[src/rtl/traffic_pkg.sv]
// traffic_pkg: shared types and constants for the intersection phase controller.
//   phase_e    : ALLRED -> GREEN -> YELLOW phase encoding
//   LED_G/Y/R  : bit positions inside each way's 3-bit {R,Y,G} LED field
//   LED_ALLRED : per-way LED value when the way shows red
package traffic_pkg;

  typedef enum logic [1:0] {
    PH_ALLRED = 2'd0,
    PH_GREEN  = 2'd1,
    PH_YELLOW = 2'd2
  } phase_e;

  localparam int unsigned LED_G = 0;
  localparam int unsigned LED_Y = 1;
  localparam int unsigned LED_R = 2;

  localparam logic [2:0] LED_ALLRED = 3'b100;

endpackage

[src/rtl/traffic_phase_ctrl_tick_gen.sv]
// tick_gen: timing-tick prescaler.
//   clk  : system clock
//   rst  : asynchronous reset, active-high (count returns to 0)
//   tick : high for exactly one clk out of every CLK_PER_TICK (while count is at its top value)
module tick_gen #(
  parameter int unsigned CLK_PER_TICK = 50_000_000
) (
  input  logic clk,
  input  logic rst,
  output logic tick
);

  localparam int unsigned CW = $clog2(CLK_PER_TICK);

  logic [CW-1:0] count;

  assign tick = (count == CW'(CLK_PER_TICK - 1));

  always_ff @(posedge clk or posedge rst) begin
    if (rst) begin
      count <= '0;
    end else if (tick) begin
      count <= '0;
    end else begin
      count <= count + CW'(1);
    end
  end

endmodule

[src/rtl/traffic_phase_ctrl.sv]
// traffic_phase_ctrl: N-way traffic light phase controller.
// Way 0 is the main road and rests in GREEN; side ways 1..N_WAYS-1 are served
// only on latched sensor demand, in round-robin order.
//   clk          : system clock
//   rst          : asynchronous reset, active-high
//   sensor       : per-way vehicle sensor (level), bit 0 ignored
//   emerg        : emergency preemption request (only with TRAFFIC_PREEMPT_EN)
//   led          : per-way {R,Y,G} one-hot, way k at bits [3k+2:3k]
//   active_way   : way currently owning the phase
//   time_display : remaining ticks of the current phase
//   tick         : one-clk prescaler pulse
// Build option: define TRAFFIC_PREEMPT_EN to add the emerg input and
// emergency preemption toward way 0.
module traffic_phase_ctrl
  import traffic_pkg::*;
#(
  parameter int unsigned N_WAYS       = 3,
  parameter int unsigned CLK_PER_TICK = 50_000_000,
  parameter int unsigned GREEN_T      = 30,
  parameter int unsigned YELLOW_T     = 3,
  parameter int unsigned ALLRED_T     = 1,
  parameter int unsigned TW           = 6
) (
  input  logic                        clk,
  input  logic                        rst,
  input  logic [N_WAYS-1:0]           sensor,
`ifdef TRAFFIC_PREEMPT_EN
  input  logic                        emerg,
`endif
  output logic [3*N_WAYS-1:0]         led,
  output logic [$clog2(N_WAYS)-1:0]   active_way,
  output logic [TW-1:0]               time_display,
  output logic                        tick
);

  localparam int unsigned AW = $clog2(N_WAYS);

  phase_e          phase;
  logic [TW-1:0]   cnt;
  logic [N_WAYS-1:0] req;
  logic [N_WAYS-1:0] req_set;
  logic [AW-1:0]   rr_ptr;
  logic [AW-1:0]   sel_way;
  logic            found;
  int unsigned     cand;
  logic            go_yellow;
  logic            emerg_i;
  logic            pend;

`ifdef TRAFFIC_PREEMPT_EN
  assign emerg_i = emerg;
`else
  assign emerg_i = 1'b0;
`endif

  assign time_display = cnt;

  tick_gen #(
    .CLK_PER_TICK(CLK_PER_TICK)
  ) u_tick_gen (
    .clk  (clk),
    .rst  (rst),
    .tick (tick)
  );

  function automatic logic [3*N_WAYS-1:0] led_for(input phase_e p, input logic [AW-1:0] w);
    logic [3*N_WAYS-1:0] v;
    v = '0;
    for (int unsigned k = 0; k < N_WAYS; k++) begin
      if (AW'(k) == w && p == PH_GREEN) begin
        v[3*k + LED_G] = 1'b1;
      end else if (AW'(k) == w && p == PH_YELLOW) begin
        v[3*k + LED_Y] = 1'b1;
      end else begin
        v[3*k + LED_R] = 1'b1;
      end
    end
    return v;
  endfunction

  // Demand latch: a way's sensor is masked while that way itself is green.
  always_comb begin
    req_set = req;
    for (int unsigned k = 0; k < N_WAYS; k++) begin
      if (k != 0 && sensor[k] && !(phase == PH_GREEN && active_way == AW'(k))) begin
        req_set[k] = 1'b1;
      end
    end
  end

  // Next-way selection, consumed on the ALLRED exit edge. Uses registered
  // req only, so a request landing on that same edge waits for the next round.
  always_comb begin
    sel_way = '0;
    found   = 1'b0;
    cand    = 0;
    if (!(emerg_i || pend)) begin
      if (active_way != '0) begin
        for (int unsigned k = 1; k < N_WAYS; k++) begin
          if (!found && AW'(k) > active_way && req[k]) begin
            sel_way = AW'(k);
            found   = 1'b1;
          end
        end
      end else begin
        // Walk side ways starting just after rr_ptr, wrapping within 1..N_WAYS-1.
        for (int unsigned i = 1; i < N_WAYS; i++) begin
          cand = 32'(rr_ptr) + i;
          if (cand > N_WAYS - 1) begin
            cand = cand - (N_WAYS - 1);
          end
          if (!found && req[cand]) begin
            sel_way = AW'(cand);
            found   = 1'b1;
          end
        end
      end
    end
  end

  // Way 0 leaves GREEN only once its minimum green has run out and someone
  // is waiting; side ways leave at expiry or immediately on emergency.
  always_comb begin
    if (active_way == '0) begin
      go_yellow = (req != '0) && !emerg_i &&
                  ((cnt == '0) || (tick && cnt == TW'(1)));
    end else begin
      go_yellow = emerg_i || (tick && cnt == TW'(1));
    end
  end

  always_ff @(posedge clk or posedge rst) begin
    if (rst) begin
      phase      <= PH_ALLRED;
      active_way <= '0;
      cnt        <= TW'(ALLRED_T);
      led        <= {N_WAYS{LED_ALLRED}};
      req        <= '0;
      rr_ptr     <= '0;
      pend       <= 1'b0;
    end else begin
      req <= req_set;
      // Remember an emergency seen outside way-0 green so the next selection
      // is forced to way 0 even if emerg drops before ALLRED ends.
      if (emerg_i && !(phase == PH_GREEN && active_way == '0)) begin
        pend <= 1'b1;
      end
      case (phase)
        PH_ALLRED: begin
          if (tick && cnt == TW'(1)) begin
            phase        <= PH_GREEN;
            active_way   <= sel_way;
            cnt          <= TW'(GREEN_T);
            led          <= led_for(PH_GREEN, sel_way);
            req[sel_way] <= 1'b0;
            pend         <= 1'b0;
            if (sel_way != '0) begin
              rr_ptr <= sel_way;
            end
          end else if (tick) begin
            cnt <= cnt - TW'(1);
          end
        end
        PH_GREEN: begin
          if (go_yellow) begin
            phase <= PH_YELLOW;
            cnt   <= TW'(YELLOW_T);
            led   <= led_for(PH_YELLOW, active_way);
          end else if (tick && cnt != '0) begin
            cnt <= cnt - TW'(1);
          end
        end
        PH_YELLOW: begin
          if (tick && cnt == TW'(1)) begin
            phase <= PH_ALLRED;
            cnt   <= TW'(ALLRED_T);
            led   <= {N_WAYS{LED_ALLRED}};
          end else if (tick) begin
            cnt <= cnt - TW'(1);
          end
        end
        default: begin
          phase <= PH_ALLRED;
          cnt   <= TW'(ALLRED_T);
          led   <= {N_WAYS{LED_ALLRED}};
        end
      endcase
    end
  end

endmodule

[config.mk]
export PLATFORM = sky130hd
export DESIGN_NAME = traffic_phase_ctrl
export DESIGN_NICKNAME = d
export VERILOG_FILES = /design/src/rtl/traffic_pkg.sv /design/src/rtl/traffic_phase_ctrl_tick_gen.sv /design/src/rtl/traffic_phase_ctrl.sv
export SDC_FILE = /design/constraint.sdc
export NUM_CORES = 1
export LEC_CHECK = 0
export BUFFER_PORTS_ARGS = -buffer_cell sky130_fd_sc_hd__buf_2
export CORE_MARGIN = 2
export CORE_UTILIZATION = 40
export CTS_CLUSTER_DIAMETER = 200
export DETAILED_ROUTE_END_ITERATION = 12
export PLACE_DENSITY = 0.67
export SYNTH_ARGS = -nofsm -noshare
export SYNTH_HDL_FRONTEND = slang
export SYNTH_SLANG_ARGS = --single-unit
[constraint.sdc]
create_clock -name clk -period 2.4 [get_ports clk]
set_input_delay 0.12 -clock clk [delete_from_list [all_inputs] [get_ports clk]]
set_output_delay 0.12 -clock clk [all_outputs]
set_load 0.005 [all_outputs]
==> results.toml, run 1 <==
[yosys]
yosysMostFrequentCell = "dfrtp_1"
yosys.area.top_type = "dfrtp_1"
yosys-top-cells-count = "dfrtp_1, nor2_1, nand2_1, nand3_1, xnor2_1"
ys_seq_area_share_pct = 47.40
synthCells = 272
yosysWarnings = 0
synth_top_area_share_pct = 43.44
syn_avg_cell_area_um2 = 9.743
ys_types = 54
synth_seq_cells = 50
ys.flop_type = "dfrtp_1"
syn_nets = 280
synth_area_leaders = "dfrtp_1, nor2_1, xnor2_1, nand2_1, dfstp_2"
syn_area_um2 = 2650
async_flop_share_pct = 100.0
synth-edff-count = 0

[pwr]
vdd.ir_drop.worst_v = 0.0002708
total_power_mw = 1.570
pwr_density_cell_nw_per_um2 = 497.0
power_leakage_nw = 1.531

[die]
rows = 29
coreArea_um2 = 6386
die_h_um = 85.40
io_pins = 23
initial_core_util_pct = 41.50
die_x_um = 85.40
die-area_um2 = 7292

[run]
max-cap-violations = 0

[worst_setup_path]
critPathKind = "reg -> reg"
r2r_cells = 7
timing.rr.start = "time_display[0]"
slowest_delay_ns = 0.51
critical_path_buf_inv_count = 1
arrival_ns = 2.57
rrSetupSlack_ns = 0.03
cp_top_family = "compound AO/OA/AOI/OAI gates"
cp.required_ns = 2.61
path_max_fanout = 7
path_cells = "inv_1 -> ha_1 -> or4b_4 -> o41ai_4 -> o21bai_2 -> o21bai_1 -> a22o_1"
endpoint_kind = "flip-flop"
crit_path_top_delay_cell = "or4b_4"
crit-reg2reg-capture = "time_display[3]"
start_kind = "flip-flop"
crit_path_start = "time_display[0]"

[sta]
slew_headroom_pct = 68.43
slew_violations = 0
fin_crit_ns = 2.365
fmax_mhz = 422.8
finalCritPeriodShare_pct = 98.55
max_slew.worst_pin.slew_ns = 0.4700
rsz0062_at_grt = "yes"
finalSetupViolations = 0
hold_viol = 0
fin_skew_ns = 0.01499
hold_slack_ns = 0.05819

[placement]
dpl_cell_area_um2 = 2944
post-dp-hpwl_mm = 3.963
port_buffers = 21
gp_congestion = 0.8255

[global_routing]
grt_overflow = 0
antenna_found_initial = 0
grt_busiest_layer = "met2"
met2_usage_pct = 23.72
grt_use_total_pct = 15.99
grt_pass1_vias = 2006
grt.met1_usage_pct = 23.28
grt_pass1_wl_mm = 9.473
grt_max_degree = 21
grtUsageMet3_pct = 3.210

[cells_and_area]
diodes = 0
nets = 325
fin_area_um2 = 3159
area_growth_pct = 19.22
drive_gt1_share_pct = 22.96

[clock_tree]
cts_buffer_depth = 2
cts_made_buffers = 5
cts.sinks = 50
clkTransAtPathRegs_ns = 0.10
root_buffer = "clkbuf_8"
cts_tree = "built"
clkLatencyLatePin_ns = 0.30
h-tree-depth = 2

[min_path]
min_path_type = "in -> reg"
min_to = "req[2]"
hold_depth = 3
hold_start = "sensor[2]"

[route]
drt_first_pass_iters = 5
dr.first_iter.drc_count = 97
drt_drc_violations_left = 0
wl_per_cell_um = 13.99
avgViaCountPerCell = 5.519
routed-via-count = 2180
ant_nets = 0
detail_route.wirelength_mm = 5.528

[outcome]
status = "finished, final reports clean"
-- layout make-up --
class / instances / area [um2]
repair buffers: 46 / 299.0
clock inverters: 3 / 68.82
well taps: 77 / 96.34
flip-flops and latches: 50 / 1256
fillers: 601 / 3227
clock buffers: 5 / 68.82
inverters: 11 / 46.29
multi-input cells: 203 / 1324
-- state kept, by name (all words and copies together) (netlist names) --
signal and flops:
active_way 2, led 9, phase 2, req 3, rr_ptr 2, time_display 6
u_tick_gen.count 26
-- repair_timing --
action | CTS | global route
hold buffers | 1 | 0
buffers inserted | 0 | 6
gates resized for setup | 0 | 4
setup endpoints to repair | 0 | 12
hold endpoints to repair | 17 | 0
-- logic make-up after synthesis --
logic type                 synth area share [%]
adders and majority gates                 1.417
AOI/OAI and AO/OA                         15.06
xor gates and xnor gates                  7.601
buffers and inverters                     3.352
and+or+nand+nor                           24.03
muxes                                     1.133
DFF                                       47.40
-- power breakdown --
group / leakage [nW] / internal (mW) / switching, mW
combinational: 0.804 / 0.00508 / 0.0175
clock: 0.0683 / 0.418 / 0.288
sequential: 0.659 / 0.842 / 0.000000000000000251
total: 1.53 / 1.26 / 0.305
-- how the worst max path moves through the flow --
stage,cells after the start,slack [ns],end
after floorplan,7,0.10,time_display[3]
final,7,0.03,time_display[3]
after detailed placement,7,0.07,req[0]
after global placement,7,0.1,time_display[3]
after global routing,7,-0.05,time_display[3]
after CTS,6,0.005,tick
-- worst register-to-register path, stage by stage, from the launching register on --
cell	delay (ns)
dfstp_2	0.42
inv_1	0.08
ha_1	0.16
or4b_4	0.51
o41ai_4	0.49
o21bai_2	0.26
o21bai_1	0.11
a22o_1	0.23
-- stage by stage --
stage	setup TNS, ns	utilization, %	cells	setup slack, ns
after global routing	-0.1323	49.47	395	-0.05453
final	0	49.47	395	0.03485
after CTS	0	48.41	389	0.005153
after global placement	0	46.10	380	0.09823
after floorplan	0	-	272	0.1037
after detailed placement	0	46.10	380	0.06742
-- layer usage --
metal | share of wire [%] | wire, um
met2 | 46 | 2527
met3 | 5.5 | 304
met4 | 1.9 | 104
met1 | 47 | 2592
met5 | 0 | 0
-- placed cells by master (no fill, tap or decap), drive strengths merged, types with 2 or more instances in the layout --
master  instances
nand2b          2
a21oi           9
nor4            3
nand2          31
a31oi           2
mux2i           3
a22o            2
o21bai          4
a211o           3
ha              3
nand4           4
dfstp           4
dfrtp          46
xor2           10
clkbuf          5
and3            3
bufinv          2
and2            2
inv            10
a32oi           3
buf            45
nand3          17
o31ai           2
or4bb           2
o21ai          13
nor3b           2
xnor2          13
nor3            4
o22ai           4
or4b            2
nand3b          2
a21o            6
nor2           40
clkinv          2
No activity file was read; power rests on OpenSTA's default activity.
==> run 2: changes to the inputs <==
SYNTH_HIERARCHICAL = 1   (was not set)
==> run 2 against run 1 <==
- the flow now finishes with violations (negative setup slack)
- clock skew about the same
- non-clock buffer count up 19
- wire length up 23%
- clock power up 3.1%
- highest routed layer unchanged
==> results.toml, run 2 <==
[placement]
post-dp-hpwl_mm = 4.551
port_buffers = 21
placedCellCount = 427
gp_congestion = 0.9052

[cells_and_area]
final-seq-area_um2 = 1256
largest_reg_flops = 26
area_growth_pct = 28.87
nets = 360
final_common_cell = "dfrtp_1"
diodes = 0
fillers = 617
largest_register = "u_tick_gen/count"
multiInputGateArea_um2 = 1593
final_cells = 448
drive_gt1_share_pct = 32.67
utilization_pct = 53.19
final_cell_mix = "dfrtp_1, buf_4, nor2_1, buf_2, nand2_1"

[worst_setup_path]
arrival_ns = 2.66
critPathKind = "reg -> reg"
cp.required_ns = 2.63
start_kind = "flip-flop"
path_max_fanout = 5
endpoint_kind = "flip-flop"

[route]
top_layer_used = "met4"
drt_first_pass_iters = 4
routed-via-count = 2505
avgViaCountPerCell = 5.592
drt_drc_violations_left = 0
dr.first_iter.drc_count = 197
detail_route.wirelength_mm = 6.789
met1_length_mm = 3.222
wl_per_cell_um = 15.15
dr_wl_met2_mm = 3.241
ant_nets = 0
wl_met3_um = 252

[yosys]
synthCells = 291
yosys-top-cells-count = "dfrtp_1, nand2_1, nor2_1, nand3_1, a21oi_1"
yosysMostFrequentCell = "dfrtp_1"
ys_types = 57
synth_seq_cells = 50
synth-edff-count = 0
syn_nets = 300
syn_avg_cell_area_um2 = 9.636
synth_top_area_share_pct = 41.05
ys.flop_type = "dfrtp_1"
syn_area_um2 = 2804
yosysWarnings = 6
synth_area_leaders = "dfrtp_1, dfstp_2, xor2_1, nand2_1, nor2_1"
ys_seq_area_share_pct = 44.80
yosys.area.top_type = "dfrtp_1"
async_flop_share_pct = 100.0

[pwr]
total_power_mw = 1.588
vdd.ir_drop.worst_v = 0.0002875
internal-power_mw = 1.262
power_frac_seq_pct = 53.1
power_leakage_nw = 1.682
pwr-share-comb_pct = 1.2
power_frac_clock_pct = 45.8
swShare_pct = 20.50
pwr_density_cell_nw_per_um2 = 439.3
switching_power_mw = 0.3254

[clock_tree]
cts_buffer_depth = 2
clkLatencyLatePin_ns = 0.31
root_buffer = "clkbuf_8"
cts_tree = "built"
h-tree-depth = 2
cts.sinks = 50
cts_made_buffers = 5
clkTransAtPathRegs_ns = 0.11
postCtsHoldBufs = 0

[global_routing]
grt_max_degree = 27
grt_use_total_pct = 17.96
antenna_found_initial = 0
grt_pass1_vias = 2321
grt_pass1_wl_mm = 11.19
grt_overflow = 0

[die]
rows = 30
die_h_um = 87.73
coreArea_um2 = 6794
die-area_um2 = 7696
die_x_um = 87.73
initial_core_util_pct = 41.27
io_pins = 23

[sta]
slew_headroom_pct = 32.77
slew_violations = 0
fin_skew_ns = 0.01521
fmax_mhz = 412.2
max_slew.worst_pin.slew_ns = 1.007
worst_slack_ns = -0.02583
rsz0062_at_grt = "yes"
hold_viol = 0
fin_crit_ns = 2.426
fin_setup_tns_ns = -0.04545
finalSetupViolations = 4
finalCritPeriodShare_pct = 101.1

[run]
max-cap-violations = 0

[outcome]
violations = "negative setup slack"
status = "finished with violations"

[min_path]
min_path_type = "in -> async"
==> run 2: cells by family after synthesis <==
logic type      share of synthesized area, %
compound gates                         17.85
xor+xnor                               4.685
fa+ha+maj                              1.785
buf+inv                                4.150
flops                                  44.80
mux                                    1.071
simple gates                           25.66
==> run 2: power by group through the flow <==
stage | combinational (mW) | clock [mW] | sequential, mW
finish | 0.0187 | 0.727 | 0.842
floorplan | 0.0125 | 0 | 0.858
detailed placement | 0.0207 | 0 | 0.858
global route | 0.0230 | 0.774 | 0.842
CTS | 0.0209 | 0.737 | 0.842
global placement | 0.0198 | 0 | 0.858
==> run 2: through the flow <==
step | area, um2 | hold slack (ns) | setup WS, ns
finish | 3613 | 0.004215 | -0.02583
global route | 3613 | 0.03928 | -0.1694
floorplan | 2829 | 0.1317 | 0.005430
global placement | 3208 | 0.3576 | 0.006939
detailed placement | 3208 | 0.3653 | 0.002365
CTS | 3366 | 0.03796 | 0.001714
==> run 2: cell type report <==
class,count,area share [%]
multi-input cells,218,44.08
flip-flops and latches,50,34.76
repair buffers,65,12.88
well taps,96,3.324
clock buffers,5,1.904
clock inverters,3,1.904
inverters,11,1.143
==> run 2: routing by layer <==
layer	track usage (%)	vias to the layer above
met5	0	-
met4	4.615	0
met3	2.828	8
met2	28.24	65
met1	25.88	1229
li1	-	1203
==> run 2: final timing paths <==
check	start	end	slack [ns]	depth (start not counted)
hold / removal	rst	led[4]	0.004	2
min in group clk	sensor[1]	req[1]	0.04	3
setup reg to reg	u_tick_gen/count[16]	led[6]	-0.03	9
setup / recovery	u_tick_gen/count[16]	led[6]	-0.03	9
hold reg to reg	led[5]	led[5]	0.47	2
max in group asynchronous	rst	u_tick_gen/count[12]	1.74	2
==> run 2: timing repair <==
action	in CTS	in global routing
endpoints found under the setup margin	7	21
hold endpoints to repair	0	0
pin swaps	0	14
setup buffers	1	10
gates resized for setup	2	34
gates cloned	0	2
==> run 2: critical path: stages (launching register included) <==
cell      delay (ns)
dfrtp_1         0.40
nor4bb_2        0.33
nand4_1         0.22
nor3_4          0.21
nand3b_1        0.25
a21oi_4         0.30
buf_6           0.14
o221ai_4        0.16
buf_6           0.18
o31ai_2         0.16
==> run 3: changes to the inputs <==
PLACE_DENSITY = 0.65   (was 0.67)
REMOVE_ABC_BUFFERS = 1   (was not set)
clock period = 3.1 ns   (was 2.4 ns; I/O delays follow)
==> run 3 against run 2 <==
- the flow now finishes without violations
- die area did not move
- non-clock buffer count fell by 42
- highest routed layer unchanged
- sequential power fell by 23%
- largest cell class unchanged
- first-iteration DRC count fell by 46%
- largest power group unchanged
- design area fell by 15%
- clock-buffer cell count rose by 2
- cell count fell by 9.6%
- register-to-register slack improved by 0.41 ns
- wire length fell by 15%
- utilization fell by 7.8 points
==> results.toml, run 3 (same netlist as run 2, synthesis figures left out) <==
[pwr]
swShare_pct = 20.62
vdd.ir_drop.worst_v = 0.0001563
switching_power_mw = 0.2229
pwr-share-comb_pct = 1.3
power_leakage_nw = 1.416
power_frac_clock_pct = 38.4
pwr_density_cell_nw_per_um2 = 350.9
internal-power_mw = 0.8581
power_frac_seq_pct = 60.3

[sta]
finalSetupViolations = 0
finalCritPeriodShare_pct = 87.66
worst_slack_ns = 0.3826
max_slew.worst_pin.slew_ns = 0.9798
fin_crit_ns = 2.717
hold_viol = 0
slew_violations = 0
rsz0062_at_grt = "no"
slew_headroom_pct = 34.61
fin_skew_ns = 0.006474
fmax_mhz = 368.0

[route]
dr.first_iter.drc_count = 107
avgViaCountPerCell = 5.427
wl_per_cell_um = 14.19
detail_route.wirelength_mm = 5.748
ant_nets = 0
drt_first_pass_iters = 4
drt_drc_violations_left = 0
routed-via-count = 2198

[worst_setup_path]
path_max_fanout = 6
rrSetupSlack_ns = 0.38
start_kind = "flip-flop"
cp.required_ns = 3.26
endpoint_kind = "flip-flop"
critPathKind = "reg -> reg"
arrival_ns = 2.88

[cells_and_area]
fin_area_um2 = 3080
final_cell_mix = "dfrtp_1, nor2_1, nand2_1, buf_2, nand3_1"
largest_reg_flops = 26
utilization_pct = 45.34
area_growth_pct = 9.862
drive_gt1_share_pct = 15.86
final_common_cell = "dfrtp_1"
fillers = 658
largest_register = "u_tick_gen/count"
final-seq-area_um2 = 1256
nets = 317
multiInputGateArea_um2 = 1438
diodes = 0

[run]
max-cap-violations = 0

[die]
die_h_um = 87.73
initial_core_util_pct = 41.27
coreArea_um2 = 6794
die_x_um = 87.73
die-area_um2 = 7696
rows = 30
io_pins = 23

[placement]
port_buffers = 21
gp_congestion = 0.8581
post-dp-hpwl_mm = 4.113
dpl_cell_area_um2 = 2975
post-place-ws_ns = 0.4444

[global_routing]
grt_pass1_vias = 2108
grt_max_degree = 33
grt_overflow = 0
antenna_found_initial = 0
grt_use_total_pct = 16.02
grt_pass1_wl_mm = 9.949

[clock_tree]
clkTransAtPathRegs_ns = 0.09
cts.sinks = 50
h-tree-depth = 2
clkLatencyLatePin_ns = 0.29
cts_tree = "built"
post_cts_buffers = 0
cts_resized = 0
postCtsHoldBufs = 0
cts_made_buffers = 5
root_buffer = "clkbuf_8"
cts_buffer_depth = 2

[outcome]
status = "finished, final reports clean"

[min_path]
min_path_type = "in -> async"
[run 3: cell count changes in the layout (fill, tap and decap cells not counted), sizes merged]
cell / before / now
o221ai: 3 / 2
buf: 65 / 23
clkbuf: 5 / 7
bufinv: 2 / 0
[run 3: critical path, stage by stage, from the launching register on]
cell and delay [ns]:
dfrtp_1 0.44, nor4bb_1 0.38, nand4_1 0.29, nor3_4 0.26
nand3b_1 0.20, or3_1 0.52, nor2b_1 0.36, o22ai_1 0.15
[run 3: layout make-up]
class                      instances  area share (%)
timing repair buffer              23           3.899
tap                               96           3.899
clock buffer                       7           3.128
clock inverter                     1          0.2843
multi-input combinational        217           46.67
inverter                          11           1.340
sequential                        50           40.78
[run 3: through the flow]
stage | setup TNS, ns | instances | total power, mW | hold slack [ns]
3_5_place_dp | 0 | 397 | 0.6802 | 0.4145
5_1_grt | 0 | 405 | 1.133 | 0.1353
4_1_cts | 0 | 405 | 1.109 | 0.07639
3_3_place_gp | 0 | 397 | 0.6800 | 0.3975
6_report | 0 | 405 | 1.081 | 0.05723
2_1_floorplan | -1.586 | 278 | 0.6743 | 0.1667
[run 3: path summary, 6_finish.rpt]
check                                          from                    to  depth (start not counted)
worst max-delay path            u_tick_gen/count[7]             rr_ptr[1]                          7
worst min-delay path                            rst       time_display[1]                          2
worst max register to register  u_tick_gen/count[7]             rr_ptr[1]                          7
worst min register to register               led[8]                led[8]                          2
max in group asynchronous                       rst  u_tick_gen/count[15]                          2
min in group clk                          sensor[2]                req[2]                          3
[run 3: power by group through the flow]
stage | Combinational, mW | Clock, mW | Sequential, mW
2_1_floorplan | 0.00968 | 0 | 0.665
3_3_place_gp | 0.0154 | 0 | 0.665
3_5_place_dp | 0.0156 | 0 | 0.665
4_1_cts | 0.0156 | 0.441 | 0.652
5_1_grt | 0.0177 | 0.464 | 0.652
6_report | 0.0143 | 0.415 | 0.652
[run 3: metal layers]
metal | vias up | wire length, um | GRT usage [%]
met5 | - | 0 | 0
met1 | 1060 | 2771 | 21.33
met2 | 28 | 2791 | 26.93
met3 | 4 | 156 | 3.016
met4 | 0 | 29 | 4.056
li1 | 1106 | - | -
